## src/rtl/fetch_pkg.sv

```systemverilog
// fetch_pkg: shared types and constants for the instruction fetch unit
package fetch_pkg;
  localparam int WORD_W = 32;
  typedef logic [WORD_W-1:0] word_t;
  localparam word_t PC_INC = 32'd1;
  typedef enum logic {S_IDLE = 1'b0, S_REQ = 1'b1} state_e;
endpackage

```

## src/rtl/inst_fetch_if.sv

```systemverilog
// inst_fetch_if: memory request/response and fetch-buffer signals of the fetch unit
interface inst_fetch_if;
  import fetch_pkg::*;
  word_t mem_addr;
  word_t mem_dout;
  word_t br_target;
  word_t inst;
  word_t inst_pc;
  logic mem_ren;
  logic mem_ack;
  logic mem_stall;
  logic if_en;
  logic br_en;
  logic inst_valid;
  logic fetch_err;
  modport master (
    output mem_addr, mem_ren, inst, inst_pc, inst_valid, fetch_err,
    input mem_dout, mem_ack, mem_stall, if_en, br_en, br_target
  );
  modport slave (
    input mem_addr, mem_ren, inst, inst_pc, inst_valid, fetch_err,
    output mem_dout, mem_ack, mem_stall, if_en, br_en, br_target
  );
endinterface

```

## src/rtl/fetch_timeout.sv

```systemverilog
// fetch_timeout: counts consecutive unacknowledged request cycles and flags expiry
module fetch_timeout
  import fetch_pkg::*;
#(
  parameter int TIMEOUT_CYCLES = 15
) (
  input  logic clk,
  input  logic rst,
  input  logic run_i,
  input  logic clr_i,
  output logic expired_o
);
  localparam int W = $clog2(TIMEOUT_CYCLES + 1);
  localparam logic [W-1:0] LAST = W'(TIMEOUT_CYCLES - 1);
  logic [W-1:0] cnt_q, cnt_d;
  assign expired_o = run_i & ~clr_i & (cnt_q == LAST);
  assign cnt_d = (~run_i | clr_i) ? '0 : cnt_q + 1'b1;
  // cycle counter, held at zero outside the request state
  always_ff @(posedge clk) cnt_q <= rst ? '0 : cnt_d;
endmodule

```

## src/rtl/inst_fetch.sv

```systemverilog
// inst_fetch: single-outstanding-read instruction fetcher with one-entry buffer;
// optional request timeout enabled by defining INST_FETCH_TIMEOUT_EN
module inst_fetch
  import fetch_pkg::*;
#(
  parameter word_t RESET_PC = 32'h0,
  parameter int TIMEOUT_CYCLES = 15
) (
  input logic clk,
  input logic rst,
  inst_fetch_if.master bus
);
  state_e state_q;
  word_t pc_q, addr_q, inst_q, inst_pc_q;
  logic valid_q, kill_q, err_q, timeout;
  if (TIMEOUT_CYCLES < 1) begin : g_bad_cfg
    $error("TIMEOUT_CYCLES must be at least 1");
  end
`ifdef INST_FETCH_TIMEOUT_EN
  fetch_timeout #(.TIMEOUT_CYCLES(TIMEOUT_CYCLES)) u_timeout (
    .clk(clk),
    .rst(rst),
    .run_i(state_q == S_REQ),
    .clr_i(bus.mem_ack),
    .expired_o(timeout)
  );
`else
  assign timeout = 1'b0;
`endif
  assign bus.mem_ren = (state_q == S_REQ) & ~bus.mem_ack & ~rst;
  assign bus.mem_addr = (state_q == S_REQ) ? addr_q : pc_q;
  assign bus.inst = inst_q;
  assign bus.inst_pc = inst_pc_q;
  assign bus.inst_valid = valid_q;
  assign bus.fetch_err = err_q;
  // request FSM with fetch buffer; a redirect is applied last so it overrides consume and ack data
  always_ff @(posedge clk) begin
    if (rst) begin
      state_q <= S_IDLE;
      pc_q <= RESET_PC;
      addr_q <= RESET_PC;
      inst_q <= '0;
      inst_pc_q <= '0;
      valid_q <= 1'b0;
      kill_q <= 1'b0;
      err_q <= 1'b0;
    end else begin
      if (valid_q & bus.if_en) valid_q <= 1'b0;
      if (state_q == S_IDLE) begin
        if (~bus.br_en & ~err_q & (~valid_q | bus.if_en)) begin
          state_q <= S_REQ;
          addr_q <= pc_q;
        end
      end else if (timeout) begin
        state_q <= S_IDLE;
        err_q <= 1'b1;
        kill_q <= 1'b0;
      end else if (bus.mem_ack) begin
        state_q <= S_IDLE;
        kill_q <= 1'b0;
        if (~kill_q & ~bus.br_en) begin
          inst_q <= bus.mem_dout;
          inst_pc_q <= addr_q;
          valid_q <= 1'b1;
          pc_q <= pc_q + PC_INC;
        end
      end else if (bus.br_en) kill_q <= 1'b1;
      if (bus.br_en) begin
        pc_q <= bus.br_target;
        valid_q <= 1'b0;
      end
    end
  end
endmodule
```

## src/flat_wrapper.sv

```systemverilog
// flat-port wrapper written by rule: the top's interface ports become plain ports
module inst_fetch_flat import fetch_pkg::*;
#(
  parameter word_t RESET_PC = 32'h0,
  parameter int TIMEOUT_CYCLES = 15
)
  (clk, rst, bus_mem_addr, bus_mem_ren, bus_inst, bus_inst_pc, bus_inst_valid, bus_fetch_err, bus_mem_dout, bus_mem_ack, bus_mem_stall, bus_if_en, bus_br_en, bus_br_target);
  inst_fetch_if bus_i ();
  input logic clk;
  input logic rst;
  output wire logic [$bits(bus_i.mem_addr)-1:0] bus_mem_addr;
  output wire logic [$bits(bus_i.mem_ren)-1:0] bus_mem_ren;
  output wire logic [$bits(bus_i.inst)-1:0] bus_inst;
  output wire logic [$bits(bus_i.inst_pc)-1:0] bus_inst_pc;
  output wire logic [$bits(bus_i.inst_valid)-1:0] bus_inst_valid;
  output wire logic [$bits(bus_i.fetch_err)-1:0] bus_fetch_err;
  input wire logic [$bits(bus_i.mem_dout)-1:0] bus_mem_dout;
  input wire logic [$bits(bus_i.mem_ack)-1:0] bus_mem_ack;
  input wire logic [$bits(bus_i.mem_stall)-1:0] bus_mem_stall;
  input wire logic [$bits(bus_i.if_en)-1:0] bus_if_en;
  input wire logic [$bits(bus_i.br_en)-1:0] bus_br_en;
  input wire logic [$bits(bus_i.br_target)-1:0] bus_br_target;
  assign bus_mem_addr = bus_i.mem_addr;
  assign bus_mem_ren = bus_i.mem_ren;
  assign bus_inst = bus_i.inst;
  assign bus_inst_pc = bus_i.inst_pc;
  assign bus_inst_valid = bus_i.inst_valid;
  assign bus_fetch_err = bus_i.fetch_err;
  assign bus_i.mem_dout = bus_mem_dout;
  assign bus_i.mem_ack = bus_mem_ack;
  assign bus_i.mem_stall = bus_mem_stall;
  assign bus_i.if_en = bus_if_en;
  assign bus_i.br_en = bus_br_en;
  assign bus_i.br_target = bus_br_target;
  inst_fetch #(.RESET_PC(RESET_PC), .TIMEOUT_CYCLES(TIMEOUT_CYCLES)) u_core (.clk(clk), .rst(rst), .bus(bus_i));
endmodule
```

## config.mk

```make
export PLATFORM = sky130hd
export DESIGN_NAME = inst_fetch_flat
export DESIGN_NICKNAME = d
export VERILOG_FILES = /design/src/rtl/fetch_pkg.sv /design/src/rtl/inst_fetch_if.sv /design/src/rtl/fetch_timeout.sv /design/src/rtl/inst_fetch.sv /design/src/flat_wrapper.sv
export SDC_FILE = /design/constraint.sdc
export NUM_CORES = 1
export LEC_CHECK = 0
export ABC_AREA = 1
export CAP_MARGIN = 20
export CORE_ASPECT_RATIO = 1.1
export CORE_MARGIN = 5
export CORE_UTILIZATION = 43
export DETAILED_ROUTE_END_ITERATION = 8
export GPL_ROUTABILITY_DRIVEN = 0
export MAX_ROUTING_LAYER = met4
export PLACE_DENSITY = 0.74
export SYNTH_ARGS = -nofsm -noshare
export SYNTH_HDL_FRONTEND = slang
export SYNTH_HIERARCHICAL = 1
export SYNTH_SLANG_ARGS = --single-unit
```

## constraint.sdc

```tcl
create_clock -name clk -period 1.4 [get_ports clk]
set_input_delay 0.21 -clock clk [delete_from_list [all_inputs] [get_ports clk]]
set_output_delay 0.21 -clock clk [all_outputs]
set_load 0.1 [all_outputs]
```

==> flow_summary_export.csv, run 1 <==
group,metric,value,unit
pwr,power.leakage,4.89,nW
yosys,synth_area_leader_cell,"dfxtp_1",
clock_network,clock-root-buffer,"clkbuf_16",
die,num_io_pins,169,
clock_network,cts_inserted_buffers,17,
detailed_routing,via_count,8616,
run,cap_violations,0,
detailed_routing,detail_route.vias_per_cell,6.34,
critical_path,cp_slowest_cell,"dfxtp_1",
cells_and_area,fillerInstances,488,
detailed_routing,wl,33700,microns
run_status,violations,"DRC, setup timing",
cells_and_area,area_growth,108,%
global_routing,grt_first_pass_wirelength,36100,microns
critical_path,start_kind,"flip-flop",
pwr,irDropWorstVdd,1.07,mV
die,start_util,43.7,%
cells_and_area,fin_nets,1228,
yosys,yosysTopAreaCellShare,43.7,%
critical_path,r2r_slack,-450,ps
placed_design,io_buffer_count,166,
cells_and_area,register_area,2660,sq um
die,die_y,134,microns
yosys,synth_common_cells,"nand2_1, o21ai_0, nor2_1, dfxtp_1, a21oi_1",
yosys,ys_seq_area_share,43.7,%
die,core,13700,sq um
yosys,yosysMostFrequentCell,"nand2_1",
critical_path,cpMostUsedCell,"nand2_1",
timing,timing.final.crit_share,132,%
yosys,avgSynthCellArea,6.77,sq um
run_status,status,"finished, violations left",
yosys,synth_cell_types,31,
global_routing,antenna_found_initial,0,
clock_network,ctsHoldBuffers,0,
timing,grt_setup_unrepaired,"yes",
die,chipWidth,123,microns
min_path,hp-start,"bus_mem_dout[22]",
placed_design,pre_cts_ws,-337,ps
critical_path,crit_path_end_kind,"flip-flop",
cells_and_area,multi_input_area,4190,sq um
global_routing,grt_overflow,0,
global_routing,grt_max_degree,35,
die,row_count,45,
timing,setup_slack,-452,ps
detailed_routing,drt_iter0_markers,1485,
clock_network,clkTransAtPathRegs,60,ps
critical_path,timing.rr.end,"u_core/pc_q[28]",
clock_network,cts_tree,"built",
timing,setup_viol,148,
critical_path,r2r_cells,10,
global_routing,grt_usage,28.6,%
timing,fin_setup_tns,-41740,ps
clock_network,cts_num_sinks,131,
min_path,hold_depth,3,
cells_and_area,n_antenna_cell,0,
global_routing,grtUsageMet2,46.1,%
clock_network,cts_htree_levels,4,
critical_path,worst_path_largest_cell_delay,370,ps
yosys,synth_edf_count,0,
yosys,ys_async_sr_fraction,0,%
critical_path,path_cells,"nand2_1 -> nor2_2 -> buf_4 -> nand2_1 -> nor2_1 -> nand2_1 -> nand2_1 -> nand3_1 -> nand2_1 -> a21oi_1",
detailed_routing,dr.pass1.iters,9,
clock_network,clk_path_buf_depth,2,
min_path,hold_end,"u_core/bus.inst[22]",
yosys,yosys-top-cells-area,"dfxtp_1, o21ai_0, nand2_1",
detailed_routing,drcViolationCount,3,
global_routing,grt.busiest_layer,"met2",
cells_and_area,drive_gt1_share,46.2,%
yosys,ys.flop_type,"dfxtp_1",
global_routing,grt_pass1_vias,7332,
timing,hold_viol,0,
placed_design,dpl_cell_area,9760,sq um
critical_path,path_class,"flip-flop to flip-flop",
yosys,synth_fp_nets,957,
global_routing,global_route.usage.met3,10.0,%
yosys,yosysWarnings,6,
timing,finalMaxSlewViolations,0,
timing,final.min_clock_period,1850,ps
critical_path,rr_startpoint,"u_core/pc_q[15]",
detailed_routing,post_drt_wl_per_cell,24.8,microns
placed_design,dp_hpwl,14900,microns
die,die-area,16400,sq um
min_path,worst_hold_path_type,"primary input to flip-flop",
clock_network,clock_latency,430,ps
pwr,cellPowerDensity,1050,nW/um^2
timing,fmax,540,MHz
critical_path,worstPathArrival,2170,ps
yosys,ys_seq_elements,131,
timing,fin_skew,13.1,ps
cells_and_area,fin_area,12500,sq um
yosys,syn_area,6000,sq um
critical_path,cp_max_fo,3,
critical_path,cp-startpoint,"u_core/pc_q[15]",
yosys,syn_inst,886,
global_routing,gr-usage-met1,31.0,%
detailed_routing,postRouteAntennaNets,0,
critical_path,critical_path_required,1720,ps
-- metal layers --
layer,part of all wire [%],vias to the layer above,wire length (microns)
met1,33,3982,11100
met5,0,-,0
met3,12,336,4190
met4,8.5,0,2850
met2,46,859,15500
li1,-,3439,-
-- cells in the final DEF, fill, tap and decap left out, types with 31 or more instances in the layout --
master	count
inv_1	78
buf_4	74
dfxtp_1	112
nand2_2	42
nand3_1	31
o21ai_0	42
clkdlybuf4s50_1	68
o21ai_4	37
nor2_1	92
buf_12	119
o21ai_2	49
nand2_1	108
a21oi_2	31
a21oi_1	56
nor2_4	31
-- timing repair --
| action | CTS | global route |
|---|---|---|
| endpoints found under the hold margin | 0 | 0 |
| endpoints found under the setup margin | 61 | 132 |
| pin swaps | 26 | 87 |
| setup buffers | 16 | 18 |
| gates resized for setup | 93 | 326 |
| gates cloned | 7 | 16 |
-- report_power, final --
part / switching, mW / internal [mW]
clock: 1.75 / 3.29
combinational: 2.35 / 1.49
sequential: 0.268 / 3.94
-- critical path: cells and delay by family, from the launching register on --
kind | cells | cell delay, ps
AOI/OAI and AO/OA | 1 | 70
buffers and inverters | 1 | 140
DFF | 1 | 370
and+or+nand+nor | 8 | 1150
-- cell families after synthesis --
logic type	Yosys count	synth area share (%)
AO/OA/AOI/OAI	247	21.2
adder cells (fa/ha/maj)	1	0.209
flip-flops	131	43.7
other	1	0.0625
buffers and inverters	137	9.26
AND/OR/NAND/NOR	366	25.1
XOR/XNOR	3	0.438
-- metrics by stage --
stage                     instances  power [mW]  hold WS, ps  util [%]
final                          1358        13.1          360      91.0
after floorplan                 886        5.97          345         -
after global routing           1358        13.4          380      91.0
after global placement         1274        7.20          456      71.0
after detailed placement       1274        7.23          460      71.0
after CTS                      1328        12.4          354      80.3
-- area by class of cell --
cell class | count | share of cell area (%)
timing repair buffer | 303 | 35.2
tap | 188 | 1.88
timing repair inverter | 1 | 0.130
multi-input combinational | 618 | 33.5
sequential | 131 | 21.3
clock inverter | 10 | 1.42
clock buffer | 22 | 3.79
inverter | 85 | 2.75
-- state kept, by name (all words and copies together), names as in the netlist --
name	count
u_core/bus.inst	32
u_core/bus.inst_valid	1
u_core/addr_q	32
u_core/state_q	1
u_core/kill_q	1
u_core/pc_q	32
u_core/bus.inst_pc	32
-- worst max-delay path by stage --
stage,slack (ps),cells after the start,end
floorplan,-60,3,bus_mem_addr[29]
global placement,-310,6,u_core/addr_q[31]
detailed placement,-340,8,u_core/pc_q[30]
CTS,-360,5,bus_mem_addr[25]
global route,-530,11,u_core/pc_q[30]
finish,-450,10,u_core/pc_q[28]
Note: power is estimated with default switching activity, not from simulation.
==> run 2, diff against run 1 <==
Settings changed: REMOVE_ABC_BUFFERS set to 1.
==> run 2 against run 1 <==
Compared with the run above: sequential share of layout area increased by 1.2 points; highest routed layer unchanged; sequential power decreased by 1%; the flow still finishes with violations (DRC, setup timing); clock skew decreased by 5.3 ps; largest cell class unchanged; worst setup slack got worse by 25 ps; critical endpoint is now u_core/bus.inst[12]; die area unchanged; combinational power decreased by 7.0%; register-to-register slack got worse by 30 ps; sequential cell count unchanged; cell area decreased by 6.1%; cell count increased by 0.22%; clock-buffer cell count increased by 1; utilization decreased by 5.6 points; largest power group unchanged.
==> flow_summary_export.csv, run 2 (synthesis results as in run 1) <==
group,metric,value,unit
run_status,status,"finished, violations left",
run_status,violations,"DRC, setup timing",
timing,fin_setup_tns,-45550,ps
critical_path,start_kind,"flip-flop",
placed_design,io_buffer_count,166,
critical_path,crit_family,"buffers and inverters",
pwr,pwr-share-comb,29.5,%
critical_path,critical_path_required,1750,ps
die,chipWidth,123,microns
critical_path,cp-startpoint,"u_core/state_q",
clock_network,cts_htree_levels,4,
pwr,swShare,34.1,%
critical_path,cp_slowest_cell,"dfxtp_4",
pwr,power,12.1,mW
cells_and_area,fin_cells,1361,
detailed_routing,post_drt_wl_per_cell,22.2,microns
die,row_count,45,
timing,final.min_clock_period,1880,ps
timing,grt_setup_unrepaired,"yes",
die,num_io_pins,169,
pwr,clock_power_share,36.0,%
critical_path,path_class,"flip-flop to flip-flop",
critical_path,timing.rr.end,"u_core/bus.inst[12]",
die,die_y,134,microns
critical_path,worst_path_largest_cell_delay,500,ps
die,die-area,16400,sq um
cells_and_area,register_area,2640,sq um
critical_path,path_cells,"buf_6 -> nand2_8 -> nor2_8 -> inv_4 -> nor2_4 -> buf_12 -> buf_12 -> clkbuf_16 -> o21ai_4 -> nor2_1",
die,core,13700,sq um
cells_and_area,final_cell_mix,"nand2_1, dfxtp_1, buf_12",
cells_and_area,area_growth,95.5,%
detailed_routing,postRouteAntennaNets,0,
global_routing,grt_first_pass_wirelength,35500,microns
clock_network,clock_latency,430,ps
global_routing,grt_max_degree,53,
timing,setup_slack,-477,ps
detailed_routing,drcViolationCount,6,
clock_network,clkTransAtPathRegs,60,ps
timing,timing.hold.ws,373,ps
min_path,hold_depth,3,
cells_and_area,fin_nets,1231,
global_routing,antenna_found_initial,0,
pwr,cellPowerDensity,1030,nW/um^2
cells_and_area,layout_commonest_cell,"nand2_1",
run,cap_violations,0,
timing,timing.final.crit_share,134,%
clock_network,clk_path_buf_depth,2,
placed_design,dp_hpwl,13700,microns
critical_path,cp_max_fo,7,
min_path,hp-start,"bus_mem_dout[24]",
cells_and_area,fillerInstances,677,
clock_network,cts_inserted_buffers,17,
timing,fin_skew,7.72,ps
critical_path,worstSetupPathDepth,10,
timing,setup_viol,129,
clock_network,cts_tree,"built",
detailed_routing,drt_iter0_markers,1192,
detailed_routing,wl,30200,microns
timing,hold_viol,0,
critical_path,worstPathArrival,2220,ps
cells_and_area,multi_input_area,3600,sq um
critical_path,crit_buf_inv,5,
critical_path,crit_path_end_kind,"flip-flop",
critical_path,cpMostUsedCell,"buf_12",
detailed_routing,detail_route.vias_per_cell,6.08,
timing,finalMaxSlewViolations,0,
detailed_routing,via_count,8270,
pwr,seq_power_share,34.5,%
critical_path,r2r_cells,10,
critical_path,r2r_slack,-480,ps
cells_and_area,n_antenna_cell,0,
clock_network,clock-root-buffer,"clkbuf_16",
global_routing,grt_usage,28.1,%
placed_design,dp.cells,1294,
clock_network,cts_num_sinks,131,
clock_network,ctsHoldBuffers,0,
pwr,power.leakage,4.52,nW
critical_path,rr_startpoint,"u_core/state_q",
pwr,p_int,7.96,mW
cells_and_area,drive_gt1_share,39.0,%
critical_path,endpoint,"u_core/bus.inst[12]",
min_path,worst_hold_path_type,"primary input to flip-flop",
global_routing,grt_overflow,0,
timing,fmax,533,MHz
die,start_util,43.7,%
pwr,p_sw,4.13,mW
detailed_routing,dr.pass1.iters,9,
global_routing,grt_pass1_vias,7036,
pwr,irDropWorstVdd,0.672,mV
## run 2: routing by layer
layer	wire length, microns	GRT usage (%)	vias to the layer above
met3	3430	6.79	268
li1	-	-	3442
met1	10100	32.2	3769
met2	14200	45.4	791
met4	2430	14.7	0
met5	0	-	-
## run 2: power by group through the flow
| stage | Sequential [mW] | Clock [mW] | Combinational [mW] |
|---|---|---|---|
| 6_report | 4.17 | 4.35 | 3.57 |
| 5_1_grt | 4.18 | 4.51 | 3.67 |
| 4_1_cts | 4.12 | 4.29 | 3.17 |
| 3_5_place_dp | 4.19 | 0 | 2.95 |
| 3_3_place_gp | 4.18 | 0 | 2.92 |
| 2_1_floorplan | 4.66 | 0 | 1.08 |
## run 2: worst reg2reg max path: stages (launching register included)
cell and delay [ps]:
dfxtp_4 500, buf_6 170, nand2_8 60, nor2_8 130, inv_4 50, nor2_4 170
buf_12 190, buf_12 120, clkbuf_16 150, o21ai_4 50, nor2_1 190
## run 2: timing repair
item,in CTS,in global routing
pin swaps,11,82
setup buffers,11,6
gates cloned,10,14
endpoints found under the setup margin,76,132
resized for setup,101,240
## run 2: worst min path at each step
stage,endpoint,slack (ps)
5_1_grt,u_core/bus.inst[22],390
2_1_floorplan,u_core/pc_q[30],270
4_1_cts,u_core/pc_q[0],350
3_3_place_gp,u_core/addr_q[15],460
3_5_place_dp,u_core/addr_q[13],460
6_report,u_core/bus.inst[24],370
## run 2: cell type report
cell class / count / share of cell area [%]
multi-input cells: 618 / 30.7
clock inverters: 9 / 0.672
repair buffers: 306 / 37.0
well taps: 188 / 2.01
flip-flops and latches: 131 / 22.5
repair inverters: 1 / 0.0640
inverters: 85 / 2.93
clock buffers: 23 / 4.16
## run 2: stage by stage
step	cell area, sq um	utilization (%)	setup slack, ps
2_1_floorplan	5760	-	-2400
3_3_place_gp	9540	69.5	-285
3_5_place_dp	9540	69.5	-369
4_1_cts	10700	77.8	-339
5_1_grt	11700	85.4	-529
6_report	11700	85.4	-477
